==> config.mk <==
export PLATFORM = sky130hd
export DESIGN_NAME = gpr_file_mp
export DESIGN_NICKNAME = d
export VERILOG_FILES = /design/src/rtl/gpr_file_mp_pkg.sv /design/src/rtl/gpr_scoreboard.sv /design/src/rtl/gpr_file_mp.sv
export SDC_FILE = /design/constraint.sdc
export NUM_CORES = 2
export LEC_CHECK = 0
export CAP_MARGIN = 20
export CORE_ASPECT_RATIO = 0.8
export CORE_MARGIN = 5
export CORE_UTILIZATION = 40
export DETAILED_ROUTE_END_ITERATION = 8
export DONT_BUFFER_PORTS = 1
export SYNTH_ARGS = -nofsm -noshare
export SYNTH_HDL_FRONTEND = slang
export SYNTH_SLANG_ARGS = --single-unit
==> constraint.sdc <==
create_clock -name clk -period 3.24 [get_ports clk]
set_clock_uncertainty 0.05 [all_clocks]
set_input_delay 0.486 -clock clk [delete_from_list [all_inputs] [get_ports clk]]
set_output_delay 0.486 -clock clk [all_outputs]
set_load 0.01 [all_outputs]
==> src/rtl/gpr_file_mp_pkg.sv <==
// -----------------------------------------------------------------------------
// gpr_file_mp_pkg
// Shared defines for the parametrised GPR file: default XLEN, the base-ISA
// selection of the register count (RV32I = 32 regs, RV32E = 16 regs), the
// derived address width, the debug FSM state encodings and an address
// range helper.
// Configuration macro used by the importers: GPR_BYPASS_EN.
// -----------------------------------------------------------------------------
package gpr_file_mp_pkg;

   // 1 = RV32I (32 GPRs), 0 = RV32E (16 GPRs)
   localparam bit RV32I_BASE_ISA = 1'b1;

   localparam int GPR_XLEN  = 32;
   localparam int GPR_NREGS = RV32I_BASE_ISA ? 32 : 16;
   localparam int GPR_AW    = $clog2(GPR_NREGS);

   typedef enum logic [1:0] {
      DBG_IDLE = 2'd0,
      DBG_WAIT = 2'd1,
      DBG_DONE = 2'd2
   } dbg_state_e;

   // Addresses at or above the register count read 0 and drop writes.
   function automatic bit addr_ok(input int a, input int nregs);
      return a < nregs;
   endfunction

endpackage

==> src/rtl/gpr_scoreboard.sv <==
// -----------------------------------------------------------------------------
// gpr_scoreboard
// Pending-write bits, one per GPR. An issued instruction marks its destination
// pending; the matching writeback clears it. When both hit the same register
// in one cycle the set wins, since the newly issued producer is still
// outstanding. x0 is never pending.
// Ports:
//   clk, rst            clock, synchronous active-high reset
//   issue_i, issue_rd_i destination issue (sets pend)
//   we_i, waddr_i       core writeback (clears pend)
//   raddr_i             packed read addresses, port k at [k*AW +: AW]
//   busy_o              per-port pending flag
// Macro GPR_BYPASS_EN: a writeback to the read register in the current cycle
// masks busy, unless the same cycle also re-issues that register.
// -----------------------------------------------------------------------------
module gpr_scoreboard
   import gpr_file_mp_pkg::*;
#(
   parameter int NREGS = GPR_NREGS,
   parameter int NRP   = 2,
   localparam int AW   = $clog2(NREGS)
)(
   input  logic              clk,
   input  logic              rst,
   input  logic              issue_i,
   input  logic [AW-1:0]     issue_rd_i,
   input  logic              we_i,
   input  logic [AW-1:0]     waddr_i,
   input  logic [NRP*AW-1:0] raddr_i,
   output logic [NRP-1:0]    busy_o
);

   logic [NREGS-1:0] pend;

   always_ff @(posedge clk) begin
      if (rst) begin
         pend <= '0;
      end else begin
         pend[0] <= 1'b0;
         for (int i = 1; i < NREGS; i++) begin
            if (issue_i && issue_rd_i == AW'(i))
               pend[i] <= 1'b1;
            else if (we_i && waddr_i == AW'(i))
               pend[i] <= 1'b0;
         end
      end
   end

   for (genvar k = 0; k < NRP; k++) begin : g_busy
      logic [AW-1:0] ra;
      logic          pend_hit;
      assign ra       = raddr_i[k*AW +: AW];
      assign pend_hit = addr_ok(int'(ra), NREGS) ? pend[ra] : 1'b0;
`ifdef GPR_BYPASS_EN
      assign busy_o[k] = (we_i && waddr_i == ra && ra != '0) ?
                         (issue_i && issue_rd_i == ra) : pend_hit;
`else
      assign busy_o[k] = pend_hit;
`endif
   end

endmodule

==> src/rtl/gpr_file_mp.sv <==
// -----------------------------------------------------------------------------
// gpr_file_mp
// Parametrised RISC-V GPR file: NREGS x XLEN storage, NRP combinational read
// ports, one core writeback port, a pending-write scoreboard and a handshaked
// debug access port that yields to core writeback.
// Ports:
//   clk, rst                 clock, synchronous active-high reset
//   raddr_i / rdata_o        packed read addresses / read data per port
//   busy_o                   per-port pending-write flag
//   we_i, waddr_i, wdata_i   core writeback
//   issue_i, issue_rd_i      destination issue into the scoreboard
//   dbg_req_i .. dbg_wdata_i debug request, held until dbg_ack_o
//   dbg_ack_o                one-cycle completion pulse
//   dbg_rdata_o              debug read data, held until the next ack
// Macro GPR_BYPASS_EN: forward same-cycle writeback data to matching read
// ports. Undefined, reads return the stored value.
// -----------------------------------------------------------------------------
module gpr_file_mp
   import gpr_file_mp_pkg::*;
#(
   parameter int XLEN  = GPR_XLEN,
   parameter int NREGS = GPR_NREGS,
   parameter int NRP   = 2,
   localparam int AW   = $clog2(NREGS)
)(
   input  logic                clk,
   input  logic                rst,
   input  logic [NRP*AW-1:0]   raddr_i,
   output logic [NRP*XLEN-1:0] rdata_o,
   output logic [NRP-1:0]      busy_o,
   input  logic                we_i,
   input  logic [AW-1:0]       waddr_i,
   input  logic [XLEN-1:0]     wdata_i,
   input  logic                issue_i,
   input  logic [AW-1:0]       issue_rd_i,
   input  logic                dbg_req_i,
   input  logic                dbg_we_i,
   input  logic [AW-1:0]       dbg_addr_i,
   input  logic [XLEN-1:0]     dbg_wdata_i,
   output logic                dbg_ack_o,
   output logic [XLEN-1:0]     dbg_rdata_o
);

   typedef struct packed {
      logic            we;
      logic [AW-1:0]   addr;
      logic [XLEN-1:0] wdata;
   } dbg_req_t;

   logic [XLEN-1:0] regs [NREGS];
   dbg_state_e      state, state_nxt;
   dbg_req_t        dbg_q;
   logic [XLEN-1:0] dbg_rdata_q;
   logic            dbg_wr_fire;

   // x0 and out-of-range addresses always read zero.
   function automatic logic [XLEN-1:0] rd_reg(input logic [AW-1:0] a);
      if (a == '0 || !addr_ok(int'(a), NREGS))
         return '0;
      return regs[a];
   endfunction

   // Debug writes only use cycles the core leaves free.
   assign dbg_wr_fire = (state == DBG_WAIT) && dbg_q.we && !we_i;

   // ---------------- storage ----------------
   always_ff @(posedge clk) begin
      if (rst) begin
         for (int i = 0; i < NREGS; i++)
            regs[i] <= '0;
      end else if (we_i) begin
         if (waddr_i != '0 && addr_ok(int'(waddr_i), NREGS))
            regs[waddr_i] <= wdata_i;
      end else if (dbg_wr_fire) begin
         if (dbg_q.addr != '0 && addr_ok(int'(dbg_q.addr), NREGS))
            regs[dbg_q.addr] <= dbg_q.wdata;
      end
   end

   // ---------------- read ports ----------------
   for (genvar k = 0; k < NRP; k++) begin : g_rp
      logic [AW-1:0] ra;
      assign ra = raddr_i[k*AW +: AW];
`ifdef GPR_BYPASS_EN
      assign rdata_o[k*XLEN +: XLEN] =
         (we_i && waddr_i == ra && ra != '0 && addr_ok(int'(ra), NREGS)) ?
         wdata_i : rd_reg(ra);
`else
      assign rdata_o[k*XLEN +: XLEN] = rd_reg(ra);
`endif
   end

   // ---------------- scoreboard ----------------
   gpr_scoreboard #(
      .NREGS (NREGS),
      .NRP   (NRP)
   ) u_sb (
      .clk        (clk),
      .rst        (rst),
      .issue_i    (issue_i),
      .issue_rd_i (issue_rd_i),
      .we_i       (we_i),
      .waddr_i    (waddr_i),
      .raddr_i    (raddr_i),
      .busy_o     (busy_o)
   );

   // ---------------- debug FSM ----------------
   always_ff @(posedge clk) begin
      if (rst) state <= DBG_IDLE;
      else     state <= state_nxt;
   end

   always_comb begin
      state_nxt = state;
      case (state)
         DBG_IDLE: if (dbg_req_i)              state_nxt = DBG_WAIT;
         DBG_WAIT: if (!dbg_q.we || !we_i)     state_nxt = DBG_DONE;
         DBG_DONE:                             state_nxt = DBG_IDLE;
         default:                              state_nxt = DBG_IDLE;
      endcase
   end

   always_comb begin
      dbg_ack_o   = (state == DBG_DONE);
      dbg_rdata_o = dbg_rdata_q;
   end

   // Request fields are latched on acceptance so the requester's bus may
   // move on once ack is seen; read data stays until the next read.
   always_ff @(posedge clk) begin
      if (rst) begin
         dbg_q       <= '0;
         dbg_rdata_q <= '0;
      end else begin
         if (state == DBG_IDLE && dbg_req_i)
            dbg_q <= '{we: dbg_we_i, addr: dbg_addr_i, wdata: dbg_wdata_i};
         if (state == DBG_WAIT && !dbg_q.we)
            dbg_rdata_q <= rd_reg(dbg_q.addr);
      end
   end

endmodule

==> impl_metrics.env <==
export IMPL_status="finished, violations left"
export IMPL_violations="setup timing"
export IMPL_dp_hpwl_mm=177.7
export IMPL_worstMarginPinSlew_ps=1292
export IMPL_synthFlopType="edfxtp_1"
export IMPL_cts_htree_levels=3
export IMPL_gr_total_overflow=0
export IMPL_ys_types=65
export IMPL_r2r_setup_slack_ps=230
export IMPL_die_w_um=464.8
export IMPL_cts_root_buf="clkbuf_16"
export IMPL_async_flop_share_pct=0
export IMPL_slowest_stage="mux4_2"
export IMPL_syn_to_final_growth_pct=14.38
export IMPL_finalSetupTns_ps=-3358
export IMPL_slew_limit_headroom_pct=13.78
export IMPL_ys_ff_latch=1132
export IMPL_cp_start_kind="input port"
export IMPL_hold_violations=0
export IMPL_clkSinkCount=1132
export IMPL_yosys_warnings=0
export IMPL_die_y_um=373.8
export IMPL_cp_arrival_ps=3050
export IMPL_cts_buffer_depth=3
export IMPL_yosysSeqAreaShare_pct=49.73
export IMPL_core_area_sq_mm=0.1644
export IMPL_end_kind="output port"
export IMPL_critPathRequiredTime_ps=2700
export IMPL_reg2reg_from="dbg_q[34]"
export IMPL_wl_per_cell_um=39.69
export IMPL_synth_edff_count=1024
export IMPL_crit_fanout=266
export IMPL_drt_iter0_markers=9536
export IMPL_wl_mm=296.0
export IMPL_dieArea_sq_mm=0.1737
export IMPL_post_route_min_period_ps=3586
export IMPL_vias_per_cell=7.093
export IMPL_cap_violations=0
export IMPL_clkTransAtPathRegs_ps=60
export IMPL_layout_drive_gt1_share_pct=26.96
export IMPL_clock_fmax_ghz=0.2789
export IMPL_min_path_type="in2reg"
export IMPL_crit_chain="mux4_2, mux2i_2, nor2_1, a221oi_2, a2111oi_4, buf_4"
export IMPL_insertion_delay_ps=810
export IMPL_grt_pass1_vias=50410
export IMPL_maxSlewViolCount=0
export IMPL_rows=133
export IMPL_min_to="u_sb.pend[31]"
export IMPL_setup_ws_ps=-346.0
export IMPL_syn_avg_cell_area_sq_um=12.83
export IMPL_whs_path_depth=3
export IMPL_ant_nets=0
export IMPL_total_power_uw=36260
export IMPL_min_delay_start="we_i"
export IMPL_rsz0062_at_grt="yes"
export IMPL_rr_endpoint="regs[31][27]"
export IMPL_dr_total_vias=52890
export IMPL_fin_nets=5286
export IMPL_grt_pass1_wl_mm=402.2
export IMPL_tritoncts="yes"
export IMPL_max_stage_delay_ps=910
export IMPL_fillers=14710
export IMPL_syn_area_sq_mm=0.06617
export IMPL_gp_congestion=0.9265
export IMPL_p_per_area_mw_per_mm2=479.1
export IMPL_reg2reg_depth=7
export IMPL_finalCritPeriodShare_pct=110.7
export IMPL_crit_type="in2out"
export IMPL_drt_drc_violations_left=0
export IMPL_initial_utilization_pct=40.25
export IMPL_portBuffers=0
export IMPL_setup_viol=28
export IMPL_synthCells=5158
export IMPL_grt_usage_pct=32.71
export IMPL_cts_buffers=117
export IMPL_irDropWorstVdd_uv=457.2
export IMPL_grt_max_degree=306
export IMPL_p_leak_uw=0.02599
export IMPL_antenna_found_initial=9
export IMPL_ioPinCount=194
export IMPL_dr_pass1_iters=8
export IMPL_finalHoldWorstSlack_ps=25.33
[per-stage QoR]
step | std cells | setup slack, ps | cell area, sq um | utilization [%]
2_1_floorplan | 5189 | 128.9 | 66290 | -
3_3_place_gp | 7150 | -121.3 | 70630 | 42.96
3_5_place_dp | 7150 | -124.4 | 70630 | 42.96
4_1_cts | 7430 | -37.25 | 75190 | 45.73
5_1_grt | 7455 | -87.37 | 75680 | 46.03
6_report | 7457 | -346.0 | 75690 | 46.04
[worst max path at each step]
stage	from	end	slack, ps	depth (start not counted)
finish	raddr_i[6]	rdata_o[38]	-350	6
global route	regs[17][24]	rdata_o[24]	-90	7
CTS	regs[19][6]	rdata_o[38]	-40	6
detailed placement	raddr_i[1]	rdata_o[23]	-120	7
global placement	raddr_i[1]	rdata_o[23]	-120	7
floorplan	rst	regs[12][0]	130	6
[sequential cells by signal (all words and copies together), names as in the netlist, named ones only]
name         count
state            2
dbg_q           38
regs          1024
u_sb.pend       31
dbg_rdata_o     32
[cell usage in the layout (no fill, tap or decap), drive strengths merged, types with 6 or more instances in the layout]
| cell | synthesis | final |
|---|---|---|
| nand2 | 283 | 283 |
| a211oi | 82 | 82 |
| a22o | 30 | 30 |
| dlygate4sd3 | 0 | 46 |
| a2111o | 18 | 18 |
| a21oi | 116 | 116 |
| mux2i | 417 | 417 |
| nand3 | 30 | 30 |
| o21ai | 75 | 75 |
| a21o | 33 | 33 |
| o22ai | 65 | 65 |
| mux4 | 595 | 595 |
| and3 | 8 | 8 |
| dfxtp | 108 | 108 |
| buf | 325 | 376 |
| edfxtp | 1024 | 1024 |
| nor3 | 35 | 35 |
| nand4 | 6 | 6 |
| mux2 | 98 | 98 |
| a2111oi | 54 | 54 |
| a21boi | 28 | 28 |
| nand3b | 9 | 9 |
| nand2b | 31 | 31 |
| a22oi | 87 | 87 |
| and2 | 7 | 7 |
| clkinv | 0 | 42 |
| bufinv | 0 | 13 |
| o221ai | 63 | 63 |
| conb | 1 | 32 |
| nor2b | 31 | 31 |
| nor2 | 1153 | 1153 |
| a221oi | 45 | 45 |
| a31oi | 11 | 11 |
| clkbuf | 220 | 161 |
| a211o | 28 | 28 |
| inv | 7 | 13 |
[layer usage]
layer / part of all wire, % / track usage [%] / wire, um
met5: 0.023 / 0 / 67
met2: 42 / 47.79 / 125400
met3: 15 / 10.50 / 45260
met1: 34 / 42.33 / 101700
met4: 8.0 / 20.27 / 23540
[power breakdown]
| part | leakage [uW] | total (uW) | internal, uW | switching, uW |
|---|---|---|---|---|
| clock network | 0.00187 | 14100 | 7860 | 6250 |
| registers | 0.0117 | 16900 | 16400 | 496 |
| logic | 0.0124 | 5290 | 2180 | 3110 |
[synthesized netlist by cell type, types with 35 or more instances]
cell | instances | area [sq um]
a2111oi_0 | 52 | 455.4
o221ai_1 | 63 | 551.8
buf_4 | 36 | 270.3
a21oi_1 | 115 | 575.6
nand2_1 | 283 | 1062
nor3_1 | 35 | 175.2
o22ai_1 | 65 | 406.6
a22oi_1 | 87 | 653.1
mux2i_1 | 416 | 4164
buf_2 | 260 | 1301
mux2_2 | 98 | 1104
a221oi_1 | 45 | 394.1
dfxtp_1 | 108 | 2162
o21ai_0 | 70 | 350.3
a211oi_1 | 81 | 608.1
clkbuf_1 | 219 | 822.0
edfxtp_1 | 1024 | 30750
nor2_1 | 1139 | 4275
mux4_2 | 595 | 13400
[kinds of logic after synthesis]
family | synth area share, %
AO/OA/AOI/OAI | 8.265
buffers and inverters | 3.886
flip-flops | 49.73
multiplexers | 28.23
other | 0.005667
AND/OR/NAND/NOR | 9.879
[worst max-delay path, delay by kind of cell]
kind	cells	cell delay [ps]
muxes	2	1120
and+or+nand+nor	1	80
buffers and inverters	1	210
AOI/OAI and AO/OA	2	550
[area by class of cell]
class | instances | area [sq um] | area share (%)
well taps | 2160 | 2703 | 3.571
flip-flops and latches | 1132 | 32930 | 43.51
diodes | 4 | 10.01 | 0.01322
clock buffers | 155 | 3141 | 4.149
inverters | 7 | 26.28 | 0.03472
multi-input cells | 3505 | 31580 | 41.72
repair buffers | 428 | 4584 | 6.057
clock inverters | 66 | 714.4 | 0.9439
[timing repair]
item	CTS	global route
hold buffers	47	0
gates cloned	0	6
setup buffers	14	17
resized for setup	28	24
setup endpoints to repair	18	40
endpoints found under the hold margin	116	0
pin swaps	6	11
Note: power is estimated with default switching activity, not from simulation.
